`src/rtl/ctrl_pkg.sv`:
```
// Shared types and encodings for the T-state sequencer: state enum, opcode patterns,
// register codes, bus-cycle encodings and the register-file strobe bundle.
package ctrl_pkg;

    typedef enum logic [3:0] {
        S_RST, S_M1_T1, S_M1_T2, S_M1_T3, S_M1_T4, S_M1_T5,
        S_M2_T1, S_M2_T2, S_M2_T3, S_TW, S_HALT
    } state_t;

    typedef enum logic [2:0] {K_NOP, K_MOV, K_MVI, K_HLT, K_ILL} op_kind_t;

    localparam logic [7:0] OP_NOP   = 8'h00;
    localparam logic [7:0] OP_HLT   = 8'h76;
    localparam logic [7:0] MOV_MASK = 8'hC0;
    localparam logic [7:0] MOV_VAL  = 8'h40;
    localparam logic [7:0] MVI_MASK = 8'hC7;
    localparam logic [7:0] MVI_VAL  = 8'h06;

    localparam logic [2:0] REG_B = 3'b000;
    localparam logic [2:0] REG_C = 3'b001;
    localparam logic [2:0] REG_D = 3'b010;
    localparam logic [2:0] REG_E = 3'b011;
    localparam logic [2:0] REG_H = 3'b100;
    localparam logic [2:0] REG_L = 3'b101;
    localparam logic [2:0] REG_M = 3'b110;
    localparam logic [2:0] REG_A = 3'b111;

    localparam logic [1:0] MC_NONE = 2'd0;
    localparam logic [1:0] MC_M1   = 2'd1;
    localparam logic [1:0] MC_M2   = 2'd2;

    localparam logic [2:0] TS_NONE = 3'd0;
    localparam logic [2:0] TS_T1   = 3'd1;
    localparam logic [2:0] TS_T2   = 3'd2;
    localparam logic [2:0] TS_T3   = 3'd3;
    localparam logic [2:0] TS_T4   = 3'd4;
    localparam logic [2:0] TS_T5   = 3'd5;
    localparam logic [2:0] TS_TW   = 3'd7;

    typedef struct packed {
        logic bc_rw;
        logic de_rw;
        logic hl_rw;
        logic lreg_rd;
        logic rreg_rd;
        logic lreg_wr;
        logic rreg_wr;
        logic sel_alu_a;
        logic alu_a_to_dbus;
        logic dbus_to_act;
        logic alu_to_a;
    } reg_strobe_t;

    // Code 110 is the memory operand, which this sequencer does not support.
    function automatic op_kind_t classify(input logic [7:0] op);
        op_kind_t k;
        k = K_ILL;
        if (op == OP_NOP)
            k = K_NOP;
        else if (op == OP_HLT)
            k = K_HLT;
        else if ((op & MOV_MASK) == MOV_VAL && op[5:3] != REG_M && op[2:0] != REG_M)
            k = K_MOV;
        else if ((op & MVI_MASK) == MVI_VAL && op[5:3] != REG_M)
            k = K_MVI;
        return k;
    endfunction

endpackage

```
`src/rtl/tstate_sequencer_if.sv`:
```
// Control bundle between the sequencer (master) and the 8085 datapath (slave):
// instruction/ready inputs plus every register-file, ALU and bus strobe.
interface tstate_sequencer_if;
    logic [7:0] instr;
    logic       ready;
    logic bc_rw, de_rw, hl_rw, wz_rw, pc_rw, sp_rw;
    logic lreg_rd, rreg_rd, lreg_wr, rreg_wr;
    logic dreg_wr, dreg_rd, dreg_inc, dreg_dec, dreg_cnt, dreg_cnt2;
    logic dbus_to_instr_reg;
    logic select_op1, select_op2, select_neg, select_ncarry_1, select_shift_right, shift_right_in;
    logic dbus_to_act, a_to_act, alu_to_a, sel_alu_a, alu_a_to_dbus, write_dbus_to_alu_tmp, sel_0_fe, fe_0_to_act;
    logic ale, rd_n, halted, illegal;
    logic [1:0] m_cycle;
    logic [2:0] t_state;

    modport master (
        input  instr, ready,
        output bc_rw, de_rw, hl_rw, wz_rw, pc_rw, sp_rw,
        output lreg_rd, rreg_rd, lreg_wr, rreg_wr,
        output dreg_wr, dreg_rd, dreg_inc, dreg_dec, dreg_cnt, dreg_cnt2,
        output dbus_to_instr_reg,
        output select_op1, select_op2, select_neg, select_ncarry_1, select_shift_right, shift_right_in,
        output dbus_to_act, a_to_act, alu_to_a, sel_alu_a, alu_a_to_dbus, write_dbus_to_alu_tmp, sel_0_fe, fe_0_to_act,
        output ale, rd_n, halted, illegal, m_cycle, t_state
    );

    modport slave (
        output instr, ready,
        input  bc_rw, de_rw, hl_rw, wz_rw, pc_rw, sp_rw,
        input  lreg_rd, rreg_rd, lreg_wr, rreg_wr,
        input  dreg_wr, dreg_rd, dreg_inc, dreg_dec, dreg_cnt, dreg_cnt2,
        input  dbus_to_instr_reg,
        input  select_op1, select_op2, select_neg, select_ncarry_1, select_shift_right, shift_right_in,
        input  dbus_to_act, a_to_act, alu_to_a, sel_alu_a, alu_a_to_dbus, write_dbus_to_alu_tmp, sel_0_fe, fe_0_to_act,
        input  ale, rd_n, halted, illegal, m_cycle, t_state
    );
endinterface

```
`src/rtl/reg_sel_decode.sv`:
```
// Maps a 3-bit register code plus read/write enables onto pair-select, byte and A-path strobes.
// Combinational, zero latency; no flow control.
module reg_sel_decode
    import ctrl_pkg::*;
(
    input  logic [2:0]  code,
    input  logic        rd_en,
    input  logic        wr_en,
    output reg_strobe_t strb
);
    always_comb begin
        strb = '0;
        case (code)
            REG_B, REG_C: strb.bc_rw = rd_en | wr_en;
            REG_D, REG_E: strb.de_rw = rd_en | wr_en;
            REG_H, REG_L: strb.hl_rw = rd_en | wr_en;
            REG_A: begin
                strb.sel_alu_a     = rd_en;
                strb.alu_a_to_dbus = rd_en;
                strb.dbus_to_act   = wr_en;
                strb.alu_to_a      = wr_en;
            end
            default: ;
        endcase
        // Accumulator code is odd but lives outside the pair file, so it is excluded here.
        if (code != REG_M && code != REG_A) begin
            strb.lreg_rd = rd_en & ~code[0];
            strb.rreg_rd = rd_en &  code[0];
            strb.lreg_wr = wr_en & ~code[0];
            strb.rreg_wr = wr_en &  code[0];
        end
    end
endmodule

```
`src/rtl/tstate_sequencer.sv`:
```
// 8085 T-state sequencer for NOP/MOV/MVI/HLT; outputs are Moore decodes of state (+instr), zero latency.
// Backpressure: memory ready low at end of T2/TW holds in TW (only with WAIT_STATE_EN; otherwise ready is ignored).
module tstate_sequencer
    import ctrl_pkg::*;
(
    input  logic               clk,
    input  logic               rst,
    tstate_sequencer_if.master bus
);
    state_t      state;
    op_kind_t    kind;
    reg_strobe_t rd_s, wr_s, rs;
    logic        rd_en, wr_en, mov_t5;
    logic        pc_rw, dreg_wr, dreg_rd, dreg_step, ale, rd_n;
    logic        dbus_to_instr_reg, write_tmp, fe_0_to_act, halted, illegal;
    logic [1:0]  m_cycle;
    logic [2:0]  t_state;

    assign kind = classify(bus.instr);

`ifdef WAIT_STATE_EN
    logic wait_m2;
`else
    logic unused_ready;
    assign unused_ready = bus.ready;
`endif

    always_ff @(posedge clk) begin
        if (rst) begin
            state <= S_RST;
`ifdef WAIT_STATE_EN
            wait_m2 <= 1'b0;
`endif
        end else begin
            case (state)
                S_RST:   state <= S_M1_T1;
                S_M1_T1: state <= S_M1_T2;
`ifdef WAIT_STATE_EN
                S_M1_T2: begin
                    state   <= bus.ready ? S_M1_T3 : S_TW;
                    wait_m2 <= 1'b0;
                end
                S_M2_T2: begin
                    state   <= bus.ready ? S_M2_T3 : S_TW;
                    wait_m2 <= 1'b1;
                end
                S_TW: if (bus.ready) state <= wait_m2 ? S_M2_T3 : S_M1_T3;
`else
                S_M1_T2: state <= S_M1_T3;
                S_M2_T2: state <= S_M2_T3;
                S_TW:    state <= S_M1_T1;
`endif
                S_M1_T3: state <= S_M1_T4;
                S_M1_T4: begin
                    case (kind)
                        K_MOV:   state <= S_M1_T5;
                        K_MVI:   state <= S_M2_T1;
                        K_HLT:   state <= S_HALT;
                        default: state <= S_M1_T1;
                    endcase
                end
                S_M1_T5: state <= S_M1_T1;
                S_M2_T1: state <= S_M2_T2;
                S_M2_T3: state <= S_M1_T1;
                S_HALT:  state <= S_HALT;
                default: state <= S_RST;
            endcase
        end
    end

    // Source register is read in MOV T4; destination written in MOV T5 or MVI M2 T3.
    assign rd_en  = (state == S_M1_T4) && (kind == K_MOV);
    assign mov_t5 = (state == S_M1_T5);
    assign wr_en  = mov_t5 || (state == S_M2_T3);

    reg_sel_decode u_rd_dec (.code(bus.instr[2:0]), .rd_en(rd_en),  .wr_en(1'b0),  .strb(rd_s));
    reg_sel_decode u_wr_dec (.code(bus.instr[5:3]), .rd_en(1'b0),   .wr_en(wr_en), .strb(wr_s));
    assign rs = rd_s | wr_s;

    always_comb begin
        pc_rw = 1'b0; dreg_wr = 1'b0; dreg_rd = 1'b0; dreg_step = 1'b0;
        ale = 1'b0; rd_n = 1'b1; dbus_to_instr_reg = 1'b0;
        write_tmp = 1'b0; fe_0_to_act = 1'b0; halted = 1'b0; illegal = 1'b0;
        m_cycle = MC_NONE; t_state = TS_NONE;
        case (state)
            S_M1_T1, S_M2_T1: begin
                pc_rw = 1'b1; dreg_wr = 1'b1; ale = 1'b1; t_state = TS_T1;
                m_cycle = (state == S_M2_T1) ? MC_M2 : MC_M1;
            end
            S_M1_T2, S_M2_T2: begin
                pc_rw = 1'b1; dreg_rd = 1'b1; dreg_step = 1'b1; rd_n = 1'b0; t_state = TS_T2;
                m_cycle = (state == S_M2_T2) ? MC_M2 : MC_M1;
            end
            S_M1_T3: begin
                rd_n = 1'b0; dbus_to_instr_reg = 1'b1; t_state = TS_T3; m_cycle = MC_M1;
            end
            S_M2_T3: begin
                rd_n = 1'b0; t_state = TS_T3; m_cycle = MC_M2;
            end
            S_M1_T4: begin
                t_state = TS_T4; m_cycle = MC_M1;
                illegal     = (kind == K_ILL);
                write_tmp   = (kind == K_MOV);
                fe_0_to_act = (kind == K_MOV);
            end
            S_M1_T5: begin
                t_state = TS_T5; m_cycle = MC_M1;
            end
            S_TW: begin
                rd_n = 1'b0; t_state = TS_TW;
`ifdef WAIT_STATE_EN
                m_cycle = wait_m2 ? MC_M2 : MC_M1;
`else
                m_cycle = MC_M1;
`endif
            end
            S_HALT: halted = 1'b1;
            default: ;
        endcase
    end

    assign bus.bc_rw   = rs.bc_rw;
    assign bus.de_rw   = rs.de_rw;
    assign bus.hl_rw   = rs.hl_rw;
    assign bus.lreg_rd = rs.lreg_rd;
    assign bus.rreg_rd = rs.rreg_rd;
    assign bus.lreg_wr = rs.lreg_wr;
    assign bus.rreg_wr = rs.rreg_wr;
    assign bus.pc_rw   = pc_rw;
    assign bus.dreg_wr  = dreg_wr;
    assign bus.dreg_rd  = dreg_rd;
    assign bus.dreg_inc = dreg_step;
    assign bus.dreg_cnt = dreg_step;
    assign bus.dbus_to_instr_reg     = dbus_to_instr_reg;
    assign bus.select_op1            = mov_t5;
    assign bus.dbus_to_act           = rs.dbus_to_act;
    assign bus.alu_to_a              = rs.alu_to_a;
    assign bus.sel_alu_a             = rs.sel_alu_a;
    assign bus.alu_a_to_dbus         = rs.alu_a_to_dbus | mov_t5;
    assign bus.write_dbus_to_alu_tmp = write_tmp;
    assign bus.fe_0_to_act           = fe_0_to_act;
    assign bus.sel_0_fe              = 1'b0;
    assign bus.ale     = ale;
    assign bus.rd_n    = rd_n;
    assign bus.m_cycle = m_cycle;
    assign bus.t_state = t_state;
    assign bus.halted  = halted;
    assign bus.illegal = illegal;

    // Strobes not used by the supported opcode subset are tied low.
    assign bus.wz_rw = 1'b0;
    assign bus.sp_rw = 1'b0;
    assign bus.dreg_dec  = 1'b0;
    assign bus.dreg_cnt2 = 1'b0;
    assign bus.select_op2 = 1'b0;
    assign bus.select_neg = 1'b0;
    assign bus.select_ncarry_1    = 1'b0;
    assign bus.select_shift_right = 1'b0;
    assign bus.shift_right_in     = 1'b0;
    assign bus.a_to_act = 1'b0;
endmodule

```
`src/flat_wrapper.sv`:
```
// flat-port wrapper written by rule: the top's interface ports become plain ports
module tstate_sequencer_flat import ctrl_pkg::*;
  (clk, rst, bus_instr, bus_ready, bus_bc_rw, bus_de_rw, bus_hl_rw, bus_wz_rw, bus_pc_rw, bus_sp_rw, bus_lreg_rd, bus_rreg_rd, bus_lreg_wr, bus_rreg_wr, bus_dreg_wr, bus_dreg_rd, bus_dreg_inc, bus_dreg_dec, bus_dreg_cnt, bus_dreg_cnt2, bus_dbus_to_instr_reg, bus_select_op1, bus_select_op2, bus_select_neg, bus_select_ncarry_1, bus_select_shift_right, bus_shift_right_in, bus_dbus_to_act, bus_a_to_act, bus_alu_to_a, bus_sel_alu_a, bus_alu_a_to_dbus, bus_write_dbus_to_alu_tmp, bus_sel_0_fe, bus_fe_0_to_act, bus_ale, bus_rd_n, bus_halted, bus_illegal, bus_m_cycle, bus_t_state);
  tstate_sequencer_if bus_i ();
  input  logic clk;
  input  logic rst;
  input wire logic [$bits(bus_i.instr)-1:0] bus_instr;
  input wire logic [$bits(bus_i.ready)-1:0] bus_ready;
  output wire logic [$bits(bus_i.bc_rw)-1:0] bus_bc_rw;
  output wire logic [$bits(bus_i.de_rw)-1:0] bus_de_rw;
  output wire logic [$bits(bus_i.hl_rw)-1:0] bus_hl_rw;
  output wire logic [$bits(bus_i.wz_rw)-1:0] bus_wz_rw;
  output wire logic [$bits(bus_i.pc_rw)-1:0] bus_pc_rw;
  output wire logic [$bits(bus_i.sp_rw)-1:0] bus_sp_rw;
  output wire logic [$bits(bus_i.lreg_rd)-1:0] bus_lreg_rd;
  output wire logic [$bits(bus_i.rreg_rd)-1:0] bus_rreg_rd;
  output wire logic [$bits(bus_i.lreg_wr)-1:0] bus_lreg_wr;
  output wire logic [$bits(bus_i.rreg_wr)-1:0] bus_rreg_wr;
  output wire logic [$bits(bus_i.dreg_wr)-1:0] bus_dreg_wr;
  output wire logic [$bits(bus_i.dreg_rd)-1:0] bus_dreg_rd;
  output wire logic [$bits(bus_i.dreg_inc)-1:0] bus_dreg_inc;
  output wire logic [$bits(bus_i.dreg_dec)-1:0] bus_dreg_dec;
  output wire logic [$bits(bus_i.dreg_cnt)-1:0] bus_dreg_cnt;
  output wire logic [$bits(bus_i.dreg_cnt2)-1:0] bus_dreg_cnt2;
  output wire logic [$bits(bus_i.dbus_to_instr_reg)-1:0] bus_dbus_to_instr_reg;
  output wire logic [$bits(bus_i.select_op1)-1:0] bus_select_op1;
  output wire logic [$bits(bus_i.select_op2)-1:0] bus_select_op2;
  output wire logic [$bits(bus_i.select_neg)-1:0] bus_select_neg;
  output wire logic [$bits(bus_i.select_ncarry_1)-1:0] bus_select_ncarry_1;
  output wire logic [$bits(bus_i.select_shift_right)-1:0] bus_select_shift_right;
  output wire logic [$bits(bus_i.shift_right_in)-1:0] bus_shift_right_in;
  output wire logic [$bits(bus_i.dbus_to_act)-1:0] bus_dbus_to_act;
  output wire logic [$bits(bus_i.a_to_act)-1:0] bus_a_to_act;
  output wire logic [$bits(bus_i.alu_to_a)-1:0] bus_alu_to_a;
  output wire logic [$bits(bus_i.sel_alu_a)-1:0] bus_sel_alu_a;
  output wire logic [$bits(bus_i.alu_a_to_dbus)-1:0] bus_alu_a_to_dbus;
  output wire logic [$bits(bus_i.write_dbus_to_alu_tmp)-1:0] bus_write_dbus_to_alu_tmp;
  output wire logic [$bits(bus_i.sel_0_fe)-1:0] bus_sel_0_fe;
  output wire logic [$bits(bus_i.fe_0_to_act)-1:0] bus_fe_0_to_act;
  output wire logic [$bits(bus_i.ale)-1:0] bus_ale;
  output wire logic [$bits(bus_i.rd_n)-1:0] bus_rd_n;
  output wire logic [$bits(bus_i.halted)-1:0] bus_halted;
  output wire logic [$bits(bus_i.illegal)-1:0] bus_illegal;
  output wire logic [$bits(bus_i.m_cycle)-1:0] bus_m_cycle;
  output wire logic [$bits(bus_i.t_state)-1:0] bus_t_state;
  assign bus_i.instr = bus_instr;
  assign bus_i.ready = bus_ready;
  assign bus_bc_rw = bus_i.bc_rw;
  assign bus_de_rw = bus_i.de_rw;
  assign bus_hl_rw = bus_i.hl_rw;
  assign bus_wz_rw = bus_i.wz_rw;
  assign bus_pc_rw = bus_i.pc_rw;
  assign bus_sp_rw = bus_i.sp_rw;
  assign bus_lreg_rd = bus_i.lreg_rd;
  assign bus_rreg_rd = bus_i.rreg_rd;
  assign bus_lreg_wr = bus_i.lreg_wr;
  assign bus_rreg_wr = bus_i.rreg_wr;
  assign bus_dreg_wr = bus_i.dreg_wr;
  assign bus_dreg_rd = bus_i.dreg_rd;
  assign bus_dreg_inc = bus_i.dreg_inc;
  assign bus_dreg_dec = bus_i.dreg_dec;
  assign bus_dreg_cnt = bus_i.dreg_cnt;
  assign bus_dreg_cnt2 = bus_i.dreg_cnt2;
  assign bus_dbus_to_instr_reg = bus_i.dbus_to_instr_reg;
  assign bus_select_op1 = bus_i.select_op1;
  assign bus_select_op2 = bus_i.select_op2;
  assign bus_select_neg = bus_i.select_neg;
  assign bus_select_ncarry_1 = bus_i.select_ncarry_1;
  assign bus_select_shift_right = bus_i.select_shift_right;
  assign bus_shift_right_in = bus_i.shift_right_in;
  assign bus_dbus_to_act = bus_i.dbus_to_act;
  assign bus_a_to_act = bus_i.a_to_act;
  assign bus_alu_to_a = bus_i.alu_to_a;
  assign bus_sel_alu_a = bus_i.sel_alu_a;
  assign bus_alu_a_to_dbus = bus_i.alu_a_to_dbus;
  assign bus_write_dbus_to_alu_tmp = bus_i.write_dbus_to_alu_tmp;
  assign bus_sel_0_fe = bus_i.sel_0_fe;
  assign bus_fe_0_to_act = bus_i.fe_0_to_act;
  assign bus_ale = bus_i.ale;
  assign bus_rd_n = bus_i.rd_n;
  assign bus_halted = bus_i.halted;
  assign bus_illegal = bus_i.illegal;
  assign bus_m_cycle = bus_i.m_cycle;
  assign bus_t_state = bus_i.t_state;
  tstate_sequencer u_core (.clk(clk), .rst(rst), .bus(bus_i));
endmodule
```
`config.mk`:
```
export PLATFORM = sky130hd
export DESIGN_NAME = tstate_sequencer_flat
export DESIGN_NICKNAME = d
export VERILOG_FILES = /design/src/rtl/ctrl_pkg.sv /design/src/rtl/tstate_sequencer_if.sv /design/src/rtl/reg_sel_decode.sv /design/src/rtl/tstate_sequencer.sv /design/src/flat_wrapper.sv
export SDC_FILE = /design/constraint.sdc
export NUM_CORES = 1
export LEC_CHECK = 0
export BUFFER_PORTS_ARGS = -buffer_cell sky130_fd_sc_hd__buf_2
export CORE_MARGIN = 8
export CORE_UTILIZATION = 41
export CTS_CLUSTER_DIAMETER = 50
export CTS_CLUSTER_SIZE = 12
export DETAILED_ROUTE_END_ITERATION = 10
export PLACE_DENSITY = 0.84
export SETUP_SLACK_MARGIN = 0.3
export SLEW_MARGIN = 20
export SYNTH_ARGS = -nofsm -noshare
export SYNTH_HDL_FRONTEND = slang
export SYNTH_SLANG_ARGS = --single-unit
```
`constraint.sdc`:
```
create_clock -name clk -period 1.6 [get_ports clk]
set_input_delay 0 -clock clk [delete_from_list [all_inputs] [get_ports clk]]
set_output_delay 0 -clock clk [all_outputs]
set_load 0.03 [all_outputs]
```
==> Word level (Yosys, flattened, before mapping) <==
Cells that the tools add are included.
{ "classes": {"n_bitwise": 8, "n_mux": 28, "reduce_logical": 24, "n_eq_ne": 33} }
{ "op_table": {"columns": ["op", "count"], "rows": [
  ["one-hot mux 4 bit (8 select lines)", 1],
  ["== test 3 bit (second input constant)", 7],
  ["== test 3 x 2 -> 1 bit (second input constant)", 6],
  ["one-hot mux 3 bit (6 select lines)", 1],
  ["OR reduction 2 bit", 9],
  ["== test 4 x 3 -> 1 bit (second input constant)", 4],
  ["two-way mux 1 bit", 14],
  ["== test 4 bit (second input constant)", 3],
  ["two-way mux 3 bit", 4],
  ["inequality test 3 bit (second input constant)", 4],
  ["one-hot mux 4 bit (3 select lines)", 1],
  ["OR reduction 4 bit", 3],
  ["OR 11 bit", 1],
  ["== test 3 x 1 -> 1 bit (second input constant)", 3],
  ["== test 4 x 2 -> 1 bit (second input constant)", 2],
  ["== test 8 x 7 -> 1 bit (second input constant)", 1],
  ["zero test 8 bit", 1],
  ["two-way mux 2 bit", 4],
  ["two-way mux 4 bit", 2],
  ["one-hot mux 2 bit (4 select lines)", 1],
  ["logical AND 1 bit", 6],
  ["zero test 3 bit", 2],
  ["== test 5 x 3 -> 1 bit (second input constant)", 1],
  ["OR reduction 5 bit", 1],
  ["other kinds (7)", 11]
]} }
{ "word_totals": {"inputBits": 11, "register_bits": 4, "out_inout_bits": 40, "elab_cells": 94} }

==> Logic depth before layout (Yosys ltp) <==
Gate-level depths: netlist (run 1).
{ "logic_depth": {"depth_word": 12, "mapped_depth": 7, "ltp_nobuf": 5} }

==> By module <==
From an unflattened synthesis (run 1), not the netlist that was laid out.
{ "unflattened": {"hier_cells": 142, "hier_area_um2": 922.1} }
{ "by_module_without_submodules": {"columns": ["mod", "seq_area_each_um2", "instances", "area_each_um2", "cells_per_inst"], "rows": [
  ["tstate_sequencer", 80.1, 1, 724.4, 110],
  ["reg_sel_decode", 0.0, 2, 98.8, 16]
]} }

==> Worst setup path after synthesis (run 1) <==
Ideal clock, no wire load.
{ "synth_path": {"path_type": "register to output", "start": "register u_core.state[2]", "end": "output port bus_dbus_to_act", "path_stages_with_launch": 8, "path_slack_ps": -427, "arrival_ps": 2027, "path_buffers": 2, "required_ps": 1600, "path_cell_list": "dfxtp_1 -> buf_2 -> nor2b_1 -> nand2_1 -> o21ai_0 -> nand2b_1 -> nor3_1 -> buf_4"} }
{ "synth_via": {"elab_chain_cells": 4, "elab_cells_between_ends": 5, "classes_between": "eq/ne: 2; mux: 1; bitwise: 1; reduce/logical: 1"} }
{ "synth_rtl": {"columns": ["item", "line_no", "rtl"], "rows": [
  ["from (decl)", "tstate_sequencer.sv:10", "state_t state;"],
  ["from (signal assigned)", "tstate_sequencer.sv:30", "state <= S_RST;"],
  ["from (signal assigned)", "tstate_sequencer.sv:36", "S_RST: state <= S_M1_T1;"],
  ["from (signal assigned)", "tstate_sequencer.sv:37", "S_M1_T1: state <= S_M1_T2;"],
  ["== test 4 x 3 -> 1 bit or == test 4 bit (tied branches)", "tstate_sequencer.sv:73, tstate_sequencer.sv:74", null],
  ["logical OR 1 bit *", "tstate_sequencer.sv:74", "assign wr_en = mov_t5 || (state == S_M2_T3);"],
  ["two-way mux 2 bit *", "reg_sel_decode.sv:13", "case (code)"],
  ["OR 11 bit *", "tstate_sequencer.sv:78", "assign rs = rd_s | wr_s;"],
  ["to (decl)", "flat_wrapper.sv:32", "output wire logic [$bits(bus_i.dbus_to_act)-1:0] bus_dbus_to_act;"]
]} }
Mark *: on every way between the ends. The rest lies on a longest branch, timed or not.

==> Worst setup path after layout (run 1) <==
{ "layout_path": {"start": "register u_core.state[1]", "end": "output port bus_alu_a_to_dbus"} }
{ "layout_via": {"elab_chain_cells": 5, "elab_cells_between_ends": 6, "classes_between": "eq/ne: 2; mux: 1; bitwise: 2; reduce/logical: 1"} }
{ "layout_rtl": {"columns": ["item", "line_no", "rtl"], "rows": [
  ["== test 4 x 3 -> 1 bit", "tstate_sequencer.sv:72", "assign rd_en = (state == S_M1_T4) && (kind == K_MOV);"],
  ["logical AND 1 bit", "tstate_sequencer.sv:72", null],
  ["two-way mux 4 bit", "reg_sel_decode.sv:13", null],
  ["OR 11 bit", "tstate_sequencer.sv:78", null],
  ["OR 1 bit *", "tstate_sequencer.sv:139", "assign bus.alu_a_to_dbus = rs.alu_a_to_dbus | mov_t5;"],
  ["to (decl)", "flat_wrapper.sv:36", "output wire logic [$bits(bus_i.alu_a_to_dbus)-1:0] bus_alu_a_to_dbus;"]
]} }
Marks and branches as above.

==> results_dict.tcl, run 1 <==
set metrics [dict create \
    fin_setup_tns_ps -630 \
    cts_sinks 4 \
    yosys-top-cells-area "buf_4 16%, dfxtp_1 11%, nand2b_1 6.8%" \
    portBuffers 38 \
    synth-async-reset-ratio 0 \
    clkTransAtPathRegs_ps 40 \
    synth_top_flop_cell "dfxtp_1" \
    viasPerCell 5.39 \
    initial_core_util 0.432 \
    fin_cells 187 \
    grt_busiest_layer "met2" \
    grt_first_pass_wirelength_mm 4.37 \
    worstSetupStartpoint "u_core.state[1]$_SDFF_PP0_" \
    cts-root-buf "clkbuf_4" \
    antenna_found_initial 0 \
    hold_viol 0 \
    place_ws_ps 38.0 \
    critPathLaunchType "flip-flop" \
    grt_pass1_vias 997 \
    synth_top_area_share 0.163 \
    core-area_mm2 0.00171 \
    synth_seq_area_share 0.108 \
    slew_headroom 0.672 \
    synth_most_common_cell "buf_4" \
    die_w_um 58.4 \
    numCtsBuffers 3 \
    finalPower_uw 731 \
    nFillCells 76 \
    status "finished with violations" \
    cap_violations 0 \
    dp.cells 168 \
    met2_usage 0.323 \
    clockBufferDepth 2 \
    p_leak_nw 0.652 \
    largest_reg_flops 4 \
    crit_fanout 7 \
    die-area_mm2 0.00341 \
    synth-seq-cells 4 \
    wl_per_cell_um 18.4 \
    detailed_place_hpwl_mm 1.80 \
    top_register "u_core.state" \
    synth_warnings 0 \
    yosys.area.top_type "buf_4" \
    clock_latency_ps 240 \
    syn_area_per_cell_um2 6.59 \
    place.gp.congestion 0.846 \
    die_height_um 58.4 \
    clock.fmax_mhz 577 \
    clock_skew_ps 1.34 \
    grt.met1_usage 0.146 \
    gr-usage-met3 0.0543 \
    slew_viol_final 0 \
    cts_tree "done" \
    min_from "rst" \
    initialDrtViolationCount 10 \
    wl_mm 3.45 \
    grt_start_max_net_pins 19 \
    cp.required_ps 1600 \
    period_needed_ps 1730 \
    ir_worst_vdd_mv 0.334 \
    rows 15 \
    synth_edf_count 0 \
    drt-pass1-iter-count 4 \
    synth.top_cells.by_count "16 x buf_4, 12 x nand2_1, 8 x nand2b_1" \
    fin_crit_sh 1.08 \
    setup_viol 9 \
    rsz0062_at_grt "yes" \
    setup_ws_ps -133 \
    reg.largest.list "u_core.state (4)" \
    arrival_ps 1730 \
    worstSetupPathType "reg -> out" \
    violations "setup timing" \
    diodes 0 \
    boundaryPins 51 \
    end_kind "output port" \
    htreeDepth 1 \
    synth_area_um2 738 \
    p_per_area_mw_per_mm2 480 \
    finalNetCount 175 \
    r2r-start "u_core.state[1]$_SDFF_PP0_" \
    postSynthCellCount 112 \
    drive_gt1_frac 0.673 \
    num_vias 1008 \
    grtUsageTotal 0.162 \
    syn2layout_area_growth_pct 106 \
    gr-total-overflow 0 \
    synth.distinct_cells 37 \
    worst_pin_slew_ps 487 \
    worstHoldPathType "in -> reg" \
    drtAntennaViolNets 0 \
    post-route-drc-count 0 \
]
[layout by cell type, fill, tap and decap left out, types with 3 or more instances in the layout]
cell / instances
nor2_4: 3
a21oi_2: 4
buf_4: 12
nand2b_1: 3
nand2b_4: 5
conb_1: 11
nor2_1: 3
buf_6: 35
or2_4: 3
o21ai_0: 3
inv_1: 4
nor2b_4: 4
nor3b_4: 3
clkbuf_4: 3
buf_2: 11
and3_4: 3
nand2_1: 10
[cell type report]
type                            instances  area, um^2  share of cell area
Tap cell                               25        31.3              0.0205
Clock buffer                            3        22.5              0.0148
Sequential cell                         4        82.6              0.0542
Multi-Input combinational cell         91         822               0.540
Timing Repair Buffer                   58         539               0.354
Inverter                                6        25.0              0.0164
[where the power goes]
group          internal, mW  leakage [nW]  total, mW  switching [mW]
registers             0.107        0.0336      0.113         0.00527
logic                 0.195         0.604      0.485           0.290
clock network        0.0844        0.0138      0.133          0.0487
total                 0.387         0.652      0.731           0.344
[final timing paths]
check | endpoint | slack, ps | depth (start not counted)
hold / removal | u_core.state[1]$_SDFF_PP0_ | 40 | 3
setup reg to reg | u_core.state[2]$_SDFF_PP0_ | 60 | 6
hold reg to reg | u_core.state[2]$_SDFF_PP0_ | 720 | 3
setup / recovery | bus_alu_a_to_dbus | -130 | 6
[what timing repair did]
action / 4_1_cts / 5_1_grt
buffers inserted: 14 / 2
hold buffers: 0 / 0
pin swaps: 12 / 7
endpoints found under the setup margin: 28 / 32
gates resized for setup: 69 / 28
[through the flow]
stage / cell area [um^2] / utilization / hold slack (ps)
global placement: 1050 / 0.614 / 352
finish: 1520 / 0.892 / 44.1
global route: 1520 / 0.892 / 58.0
CTS: 1400 / 0.818 / 115
detailed placement: 1050 / 0.614 / 354
floorplan: 965 / - / 45.6
[kinds of logic (layout without fill, tap and decap cells)]
family          Yosys count  in the layout  synth area share
simple gates             54             54             0.408
xor+xnor                  1              1            0.0119
other cells               1             11           0.00508
buf+inv                  27             67             0.234
flops                     4              4             0.108
compound gates           25             25             0.232
[critical path, cell delays in order (launching register included)]
cell and delay, ps:
dfxtp_2 310, or2_4 260, a211oi_4 230, nand3_4 230, nor2_4 170, or2_4 150, buf_6 130
[metal layers]
layer | vias to the layer above | part of all wire
met5 | - | 0
met4 | 0 | 0.041
met3 | 16 | 0.073
met2 | 61 | 0.54
met1 | 475 | 0.34
li1 | 456 | -
No activity file was read; power rests on OpenSTA's default activity.
==> run 2: changes to the inputs <==
--- a/config.mk
+++ b/config.mk
@@ -11,9 +11,11 @@
 export CTS_CLUSTER_DIAMETER = 50
 export CTS_CLUSTER_SIZE = 12
 export DETAILED_ROUTE_END_ITERATION = 10
+export MAX_ROUTING_LAYER = met4
 export PLACE_DENSITY = 0.84
 export SETUP_SLACK_MARGIN = 0.3
 export SLEW_MARGIN = 20
 export SYNTH_ARGS = -nofsm -noshare
 export SYNTH_HDL_FRONTEND = slang
 export SYNTH_SLANG_ARGS = --single-unit
+export TNS_END_PERCENT = 30
==> results_dict.tcl, run 2 (synthesis results as in run 1) <==
set metrics [dict create \
    syn2layout_area_growth_pct 79.5 \
    mostFrequentLayoutCells "23 x buf_6, 15 x buf_4, 11 x conb_1, 11 x buf_2, 10 x nand2_1" \
    viasPerCell 5.09 \
    setup_viol 6 \
    cts-root-buf "clkbuf_4" \
    layout_commonest_cell "buf_6" \
    hold_viol 0 \
    ir_worst_vdd_mv 0.289 \
    arrival_ps 1700 \
    status "finished with violations" \
    wl_mm 2.64 \
    top_register "u_core.state" \
    gr-total-overflow 0 \
    cp.required_ps 1600 \
    end_kind "output port" \
    numCtsBuffers 3 \
    largest_reg_flops 4 \
    worstHoldPathType "in -> reg" \
    grt_first_pass_wirelength_mm 3.90 \
    hold_buffers 0 \
    clock.fmax_mhz 589 \
    post-route-drc-count 0 \
    final_design_area_no_fill_mm2 0.00133 \
    wl_per_cell_um 14.8 \
    grt_pass1_vias 924 \
    detailed_place_hpwl_mm 1.72 \
    clock_latency_ps 240 \
    diodes 0 \
    boundaryPins 51 \
    die-area_mm2 0.00341 \
    critPathLaunchType "flip-flop" \
    place_ws_ps 31.2 \
    cts_tree "done" \
    fin_crit_sh 1.06 \
    dpl_cell_area_mm2 0.00102 \
    fin_cells 179 \
    rsz0062_at_grt "yes" \
    die_w_um 58.4 \
    drtAntennaViolNets 0 \
    p_leak_nw 0.572 \
    setup_ws_ps -98.7 \
    slew_viol_final 0 \
    crit_fanout 7 \
    num_vias 912 \
    violations "setup timing" \
    clockBufferDepth 2 \
    htreeDepth 1 \
    grt_start_max_net_pins 19 \
    dp.cells 169 \
    initial_core_util 0.432 \
    antenna_found_initial 0 \
    portBuffers 38 \
    die_height_um 58.4 \
    cts_sinks 4 \
    initialDrtViolationCount 15 \
    clock_skew_ps 1.53 \
    finalNetCount 167 \
    cap_violations 0 \
    whs_ps 120 \
    reg.largest.list "u_core.state (4)" \
    worstSetupPathType "reg -> out" \
    p_per_area_mw_per_mm2 489 \
    drive_gt1_frac 0.571 \
    drt-pass1-iter-count 4 \
    core-area_mm2 0.00171 \
    place.gp.congestion 0.862 \
    finalPower_uw 648 \
    grtUsageTotal 0.147 \
    rows 15 \
    period_needed_ps 1700 \
    clkTransAtPathRegs_ps 40 \
]
## run 2: cell types whose count changed in the layout (fill, tap and decap cells not counted), moves of 2 or more
cell	before	now
buf_4	12	15
a21oi_1	1	6
a21oi_4	2	0
a21oi_2	4	1
buf_6	35	23
nand2b_1	3	5
nand2b_4	5	3
## run 2: path summary, 6_finish.rpt
check                          endpoint  slack (ps)                        from  depth (start not counted)
max                           bus_de_rw        -100  u_core.state[1]$_SDFF_PP0_                          5
min          u_core.state[1]$_SDFF_PP0_         120                         rst                          3
max reg2reg  u_core.state[2]$_SDFF_PP0_         110  u_core.state[1]$_SDFF_PP0_                          6
min reg2reg  u_core.state[2]$_SDFF_PP0_         730  u_core.state[1]$_SDFF_PP0_                          3
## run 2: what timing repair did
| action | 4_1_cts | 5_1_grt |
|---|---|---|
| setup endpoints to repair | 27 | 32 |
| gates cloned | 0 | 0 |
| pin swaps | 14 | 11 |
| setup buffers | 7 | 0 |
| gates resized for setup | 57 | 15 |
## run 2: cell type report
class,count,area [um^2]
clock buffers,3,22.5
inverters,6,25.0
multi-input cells,91,729
repair buffers,50,434
well taps,25,31.3
fillers,125,383
flip-flops and latches,4,82.6
## run 2: worst max-delay path: stages, from the launching register on
cell,delay [ps]
dfxtp_2,310
or2_4,260
a211oi_4,230
nand3_4,230
o32ai_4,260
buf_6,170
## run 2: metrics by stage
step	util	setup TNS (ps)
5_1_grt	0.776	-1060
3_3_place_gp	0.600	0
4_1_cts	0.750	-790
3_5_place_dp	0.600	0
6_report	0.776	-448
2_1_floorplan	-	0
## run 2: metal layers
metal  vias up  wire, um  GRT usage
met3         4       124     0.0348
met5         -         0          -
met1       427      1010      0.130
met4         0        54     0.0455
li1        441         -          -
met2        40      1450      0.294
## run 2: power by group
group	internal [mW]	switching, mW
clock	0.0840	0.0422
sequential	0.108	0.00460
combinational	0.154	0.255
==> run 3: changes to the inputs <==
--- a/config.mk
+++ b/config.mk
@@ -12,7 +12,7 @@
 export CTS_CLUSTER_SIZE = 12
 export DETAILED_ROUTE_END_ITERATION = 10
 export MAX_ROUTING_LAYER = met4
-export PLACE_DENSITY = 0.84
+export PLACE_DENSITY = 0.85
 export SETUP_SLACK_MARGIN = 0.3
 export SLEW_MARGIN = 20
 export SYNTH_ARGS = -nofsm -noshare
==> results_dict.tcl, run 3 (synthesis results as in run 1) <==
set metrics [dict create \
    status "finished with violations" \
    violations "setup timing" \
    initialDrtViolationCount 11 \
    numCtsBuffers 3 \
    num_vias 941 \
    combPwrFrac 0.633 \
    post-route-drc-count 0 \
    top_register "u_core.state" \
    grt_pass1_vias 979 \
    grt_start_max_net_pins 19 \
    worstSetupPathType "reg -> out" \
    clkTransAtPathRegs_ps 40 \
    die-area_mm2 0.00341 \
    place_ws_ps 23.0 \
    p_leak_nw 0.592 \
    reg.largest.list "u_core.state (4)" \
    p_per_area_mw_per_mm2 467 \
    die_height_um 58.4 \
    wl_per_cell_um 15.0 \
    reg2reg_depth 7 \
    antenna_found_initial 0 \
    setup_ws_ps -127 \
    largest_reg_flops 4 \
    crit_fanout 7 \
    whs_ps 124 \
    hold_depth 3 \
    hold_viol 0 \
    slew_headroom 0.598 \
    finalNetCount 170 \
    syn2layout_area_growth_pct 87.1 \
    cap_violations 0 \
    layout_commonest_cell "buf_6" \
    clockBufferDepth 2 \
    grt_first_pass_wirelength_mm 4.32 \
    detailed_place_hpwl_mm 1.88 \
    worstHoldPathType "in -> reg" \
    boundaryPins 51 \
    cts-root-buf "clkbuf_4" \
    htreeDepth 1 \
    slew_viol_final 0 \
    viasPerCell 5.17 \
    drive_gt1_frac 0.580 \
    cts_sinks 4 \
    end_kind "output port" \
    portBuffers 38 \
    grtUsageTotal 0.160 \
    period_needed_ps 1730 \
    rsz0062_at_grt "yes" \
    drtAntennaViolNets 0 \
    drt-pass1-iter-count 5 \
    clock.fmax_mhz 579 \
    clock_skew_ps 1.86 \
    worst_pin_slew_ps 597 \
    die_w_um 58.4 \
    place.gp.congestion 0.838 \
    cp.required_ps 1600 \
    critPathLaunchType "flip-flop" \
    core-area_mm2 0.00171 \
    clock_latency_ps 230 \
    clkPwrFrac 0.195 \
    wl_mm 2.72 \
    arrival_ps 1730 \
    initial_core_util 0.432 \
    seq_power_share 0.173 \
    gr-total-overflow 0 \
    intPower_uw 344 \
    fin_crit_sh 1.08 \
    ir_worst_vdd_mv 0.290 \
    setup_viol 11 \
    cts_tree "done" \
    mostFrequentLayoutCells "26 x buf_6, 15 x buf_4, 11 x conb_1" \
    rows 15 \
    sw_frac_of_total 0.466 \
    switching_power_uw 300 \
    diodes 0 \
]
run 3: cell count changes in the layout (fill, tap and decap cells not counted), sizes merged:
| cell | change |
|---|---|
| buf | +3 |
run 3: stage by stage:
step	std cells	cell area [um^2]	total power, mW	utilization	TNS, ps
after floorplan	122	922	0.392	-	0
after global placement	169	1020	0.433	0.600	0
after detailed placement	169	1020	0.441	0.600	0
after CTS	180	1350	0.638	0.790	-739
after global routing	182	1380	0.674	0.809	-1480
final	182	1380	0.645	0.809	-791
run 3: what timing repair did:
item | 4_1_cts | 5_1_grt
endpoints found under the setup margin | 28 | 31
pin swaps | 14 | 13
hold buffers | 0 | 0
gates resized for setup | 77 | 5
setup buffers | 8 | 2
run 3: final cells by class:
| type | instances | area, um^2 |
|---|---|---|
| Sequential cell | 4 | 82.6 |
| Tap cell | 25 | 31.3 |
| Multi-Input combinational cell | 91 | 737 |
| Fill cell | 110 | 327 |
| Timing Repair Buffer | 53 | 478 |
| Inverter | 6 | 30.0 |
| Clock buffer | 3 | 22.5 |
run 3: path summary, 6_finish.rpt:
path,slack [ps],from,endpoint
worst max-delay path,-130,u_core.state[0]$_SDFF_PP0_,bus_hl_rw
worst min-delay path,120,rst,u_core.state[1]$_SDFF_PP0_
worst max register to register,-30,u_core.state[0]$_SDFF_PP0_,u_core.state[2]$_SDFF_PP0_
worst min register to register,690,u_core.state[1]$_SDFF_PP0_,u_core.state[2]$_SDFF_PP0_
run 3: worst max-delay path, stage by stage, from the launching register on:
cell	delay [ps]
dfxtp_1	300
or2_4	270
a211oi_4	250
nand3_4	230
o32ai_4	270
buf_6	170
run 3: per-layer routing:
metal  global-route usage  wire (um)  part of all wire
met1                0.144        976              0.36
met2                0.326       1520              0.56
met3               0.0196        154             0.057
met4               0.0594         76             0.028
met5                    -          0                 0
run 3: power by group through the flow:
stage          combinational, mW  clock, mW  sequential (mW)
2_1_floorplan              0.281          0            0.111
3_3_place_gp               0.322          0            0.111
5_1_grt                    0.431      0.131            0.112
4_1_cts                    0.401      0.127            0.111
3_5_place_dp               0.330          0            0.111
6_report                   0.408      0.125            0.111
